--- src/rtl/mips_timer_pkg.sv ---
// Shared definitions for the mips_timer countdown timer: register map, CTRL bit
// positions, mode encodings and the FSM state type.
package mips_timer_pkg;

    localparam logic [1:0] ADDR_CTRL   = 2'd0;
    localparam logic [1:0] ADDR_PRESET = 2'd1;
    localparam logic [1:0] ADDR_COUNT  = 2'd2;

    localparam int CTRL_EN      = 0;
    localparam int CTRL_MODE_LO = 1;
    localparam int CTRL_MODE_HI = 2;
    localparam int CTRL_IM      = 3;
    localparam int CTRL_PEND    = 4;

    // Modes 2 and 3 are not decoded and therefore behave as one-shot.
    localparam logic [1:0] MODE_ONESHOT = 2'd0;
    localparam logic [1:0] MODE_AUTO    = 2'd1;

    typedef enum logic [1:0] {
        IDLE = 2'd0,
        LOAD = 2'd1,
        CNT  = 2'd2,
        INT  = 2'd3
    } timerState_t;

endpackage

--- src/rtl/mips_timer_prescaler.sv ---
// Free-running prescaler for mips_timer; only built with TIMER_PRESCALE_EN, where
// tick marks the cycles in which the main count is allowed to advance.
`ifdef TIMER_PRESCALE_EN
module timer_prescaler #(
    parameter int WIDTH = 4
) (
    input  logic clk,
    input  logic reset,
    input  logic clear,
    input  logic enable,
    output logic tick
);

    logic [WIDTH-1:0] psCount;

    always_ff @(posedge clk) begin
        if (reset)
            psCount <= '0;
        else if (clear)
            psCount <= '0;
        else if (enable)
            psCount <= psCount + WIDTH'(1);
    end

    assign tick = &psCount;

endmodule
`endif

--- src/rtl/mips_timer.sv ---
// Memory-mapped countdown timer driving one CP0 interrupt line; the optional
// prescaler is enabled with the TIMER_PRESCALE_EN macro.
module mips_timer
    import mips_timer_pkg::*;
#(
    parameter int PRESCALE_LOG2 = 4
)
(
    input  logic        clk,
    input  logic        reset,
    input  logic [1:0]  addr,
    input  logic        we,
    input  logic [31:0] wdata,
    output logic [31:0] rdata,
    output logic        irq
);

    timerState_t state, nextState;
    logic        en, im, pending;
    logic [1:0]  mode;
    logic [31:0] preset, count;
    logic        ctrlWrite, presetWrite;
    logic        loadCount, decCount, expire, hwClrEn, hwClrPend;
    logic        tick;

    assign ctrlWrite   = we && (addr == ADDR_CTRL);
    assign presetWrite = we && (addr == ADDR_PRESET);

`ifdef TIMER_PRESCALE_EN
    timer_prescaler #(.WIDTH(PRESCALE_LOG2)) uPrescaler (
        .clk    (clk),
        .reset  (reset),
        .clear  (loadCount),
        .enable (state == CNT),
        .tick   (tick)
    );
`else
    assign tick = 1'b1;
`endif

    always_ff @(posedge clk) begin
        if (reset)
            state <= IDLE;
        else
            state <= nextState;
    end

    always_comb begin
        nextState = state;
        loadCount = 1'b0;
        decCount  = 1'b0;
        expire    = 1'b0;
        hwClrEn   = 1'b0;
        hwClrPend = 1'b0;
        case (state)
            IDLE: if (en) nextState = LOAD;
            LOAD: begin
                loadCount = 1'b1;
                nextState = CNT;
            end
            CNT: begin
                if (!en)
                    nextState = IDLE;
                else if (tick) begin
                    if (count > 32'd1)
                        decCount = 1'b1;
                    else begin
                        expire    = 1'b1;
                        nextState = INT;
                    end
                end
            end
            INT: begin
                // Auto-reload drops pending after one cycle so irq is a pulse.
                if (mode == MODE_AUTO) begin
                    hwClrPend = 1'b1;
                    nextState = en ? LOAD : IDLE;
                end else begin
                    hwClrEn   = 1'b1;
                    nextState = IDLE;
                end
            end
            default: nextState = IDLE;
        endcase
    end

    // A CTRL write always overrides same-cycle hardware updates of EN and pending.
    always_ff @(posedge clk) begin
        if (reset) begin
            en      <= 1'b0;
            mode    <= MODE_ONESHOT;
            im      <= 1'b0;
            pending <= 1'b0;
            preset  <= '0;
            count   <= '0;
        end else begin
            if (loadCount)
                count <= preset;
            else if (decCount)
                count <= count - 32'd1;
            else if (expire)
                count <= '0;

            if (ctrlWrite) begin
                en      <= wdata[CTRL_EN];
                mode    <= wdata[CTRL_MODE_HI:CTRL_MODE_LO];
                im      <= wdata[CTRL_IM];
                pending <= 1'b0;
            end else begin
                if (hwClrEn)
                    en <= 1'b0;
                if (expire)
                    pending <= 1'b1;
                else if (hwClrPend)
                    pending <= 1'b0;
            end

            if (presetWrite)
                preset <= wdata;
        end
    end

    always_comb begin
        rdata = '0;
        case (addr)
            ADDR_CTRL: begin
                rdata[CTRL_EN]                   = en;
                rdata[CTRL_MODE_HI:CTRL_MODE_LO] = mode;
                rdata[CTRL_IM]                   = im;
                rdata[CTRL_PEND]                 = pending;
            end
            ADDR_PRESET: rdata = preset;
            ADDR_COUNT:  rdata = count;
            default:     rdata = '0;
        endcase
    end

    assign irq = im & pending;

endmodule

--- config.mk ---
export PLATFORM = sky130hd
export DESIGN_NAME = mips_timer
export DESIGN_NICKNAME = d
export VERILOG_FILES = /design/src/rtl/mips_timer_pkg.sv /design/src/rtl/mips_timer_prescaler.sv /design/src/rtl/mips_timer.sv
export SDC_FILE = /design/constraint.sdc
export NUM_CORES = 1
export LEC_CHECK = 0
export BUFFER_PORTS_ARGS = -buffer_cell sky130_fd_sc_hd__buf_4
export CAP_MARGIN = 20
export CORE_UTILIZATION = 51
export CTS_BUF_LIST = sky130_fd_sc_hd__clkbuf_16
export DETAILED_ROUTE_END_ITERATION = 10
export PLACE_DENSITY = 0.83
export SYNTH_ARGS = -nofsm -noshare
export SYNTH_HDL_FRONTEND = slang
export SYNTH_HIERARCHICAL = 1
export SYNTH_SLANG_ARGS = --single-unit
--- constraint.sdc ---
create_clock -name clk -period 2.3 [get_ports clk]
set_clock_uncertainty 0.1 [all_clocks]
set_input_delay 0.46 -clock clk [delete_from_list [all_inputs] [get_ports clk]]
set_output_delay 0.46 -clock clk [all_outputs]
set_load 0.01 [all_outputs]
==> reports/results.tsv <==
metric	value	unit
clk_latency	330	ps
wl	11.04	mm
power_frac_seq	0.413	
yosys.area.top_type	dfxtp_1	
cts-root-buf	clkbuf_16	
track_usage	0.2760	
worst_slew_pin_slew	505.9	ps
grt_setup_unrepaired	yes	
antenna_found_initial	0	
slew_viol_final	0	
syn_inst	508	
grt_max_degree	35	
remaining_drc_errors	0	
met3_usage	0.04484	
syn_area_per_cell	7.773	um^2
critPathMaxStageDelay	560	ps
cts.sinks	71	
synth_enable_flop_cells	0	
start_kind	register	
synth_top_cells_by_area	dfxtp_1, nand2_1, a21oi_1	
async_reset_ff_frac	0	
crit_buf_inv	0	
portBuffers	69	
crit_family	simple AND/OR/NAND/NOR gates	
final_nets	630	
grt_first_pass_wirelength	17.95	mm
die_x	89.99	um
slew_headroom	0.6627	
clock.fmax	0.4457	GHz
setup.worst_path.end_class	register	
hp-class	input port to register	
multi_input_area	2337	um^2
netlist_area	3949	um^2
crit_chain	or3_4, or3_4, or4_4, nor4_4, xnor2_1, o32ai_2	
crit_path_max_fanout	4	
syn_nets	551	
fillers	611	
leakagePower	1.977	nW
hpwl	7.435	mm
grt_pass1_vias	3722	
maxCapViolations	0	
num_rows	31	
ir_drop	0.0004008	V
drt_pass1_iterations	5	
yosysWarnings	6	
wl_per_cell	15.97	um
overflow	0	
coreArea	7370	um^2
cts_tree	built	
regArea	1423	um^2
cp_data_required_time	2410	ps
cp_common_cell	or3_4	
cts_hold_buf	0	
design_area	5037	um^2
synth_top_area_frac	0.3599	
die_h	89.99	um
cp.arrival	2350	ps
stdcell_count	691	
p_sw_frac	0.2371	
ys_ff_latch	71	
power_switching	0.7367	mW
clk_pin_slew	60	ps
top_usage_layer	met2	
post-place-ws	59.65	ps
crit_type	register to register	
cts_buffers	9	
drive_gt1_frac	0.2365	
use_met2	0.4513	
final_cell_mix	nand2_1, buf_4, dfxtp_1	
met1_usage	0.3558	
period_minus_slack	2244	ps
routabilityCongestion	0.8946	
post-route-period-util	0.9755	
cts_buffer_depth	2	
via_per_inst	5.994	
powerDensity	616.8	nW/um^2
internal_power	2.370	mW
worst_path_max_delay_cell	or4_4	
utilization	0.6835	
start_util	0.5358	
placed_cell_area	4697	um^2
outcome	complete, no violations	
p_comb_frac	0.118	
drtAntennaViolNets	0	
dieArea	8098	um^2
area_delta_synth_final	27.57	%
antenna_cells	0	
yosys.cell_types.count	50	
yosysSeqAreaShare	0.3599	
fin_ws	56.34	ps
vias	4142	
drt_iter0_markers	473	
ys.flop_type	dfxtp_1	
dp.cells	675	
io_pins	70	
hold_viol_final	0	
htree_levels	3	
setup_violations	0	
clkPwrFrac	0.469	
-- synth_stat cells (2+ instances only) --
cell type,n
inv_1,5
nor2b_1,29
nor3_2,3
or4_1,2
a222oi_1,6
or3_1,5
nand2_1,104
a21oi_1,56
o21ai_0,10
nor4_2,2
xor2_1,10
dfxtp_1,71
nand2b_1,2
nor3_1,8
clkbuf_1,30
nand4_1,3
a22oi_1,34
nor4_1,9
or3_2,2
nand3b_1,2
o31ai_1,2
o32ai_1,9
and2_1,2
xnor2_1,10
a31oi_1,13
nand3_1,18
nor2_1,28
ha_1,6
a2111oi_0,4
clkbuf_8,3
-- per-layer routing --
| layer | wire, um | vias up |
|---|---|---|
| met5 | 0 | - |
| met1 | 4591 | 1936 |
| li1 | - | 1984 |
| met4 | 258 | 0 |
| met2 | 5336 | 201 |
| met3 | 851 | 21 |
-- layout make-up --
type / count / area share
multi-input combinational: 394 / 0.4640
inverter: 5 / 0.003726
clock buffer: 9 / 0.04471
clock inverter: 7 / 0.01764
timing repair buffer: 106 / 0.1629
tap: 99 / 0.02459
sequential: 71 / 0.2824
-- logic make-up after synthesis --
| kind of cell | synth area share |
|---|---|
| flip-flops | 0.3599 |
| XOR/XNOR | 0.04436 |
| buffers and inverters | 0.05513 |
| adder cells (fa/ha/maj) | 0.01901 |
| AND/OR/NAND/NOR | 0.2874 |
| AO/OA/AOI/OAI | 0.2342 |
-- what timing repair did --
action / in CTS / in global routing
resized for setup: 0 / 5
setup endpoints to repair: 0 / 10
setup buffers: 0 / 0
-- flip-flops by register name, indices dropped and copies added, names as in the netlist --
name	flops
mode	2
state	2
preset	32
im	1
count	32
en	1
pending	1
-- worst min-delay path, delay by kind of cell --
kind	cells	cell delay (ps)
AND/OR/NAND/NOR	1	40
AO/OA/AOI/OAI	1	50
buffers and inverters	1	100
-- worst paths after layout --
| kind | startpoint | end | slack (ps) | cells after the start |
|---|---|---|---|---|
| max reg2reg | count[16]$_SDFFE_PP0P_ | count[27]$_SDFFE_PP0P_ | 60 | 6 |
| min reg2reg | preset[12]$_SDFFE_PP0P_ | preset[12]$_SDFFE_PP0P_ | 370 | 2 |
| min | wdata[31] | preset[31]$_SDFFE_PP0P_ | 270 | 3 |
| max | count[16]$_SDFFE_PP0P_ | count[27]$_SDFFE_PP0P_ | 60 | 6 |
-- per-stage QoR --
step	power, mW	TNS [ps]	hold WS, ps
5_1_grt	3.213	-58.14	267.7
4_1_cts	3.116	0	264.0
6_report	3.107	0	271.2
2_1_floorplan	1.518	0	344.4
3_5_place_dp	1.662	0	361.4
3_3_place_gp	1.651	0	357.7
-- power by group through the flow --
| stage | Sequential (mW) | Clock [mW] | Combinational, mW |
|---|---|---|---|
| 2_1_floorplan | 1.30 | 0 | 0.217 |
| 3_3_place_gp | 1.31 | 0 | 0.345 |
| 3_5_place_dp | 1.31 | 0 | 0.355 |
| 4_1_cts | 1.28 | 1.48 | 0.360 |
| 5_1_grt | 1.28 | 1.53 | 0.396 |
| 6_report | 1.28 | 1.46 | 0.367 |
Power figures use the tool's default switching activity.
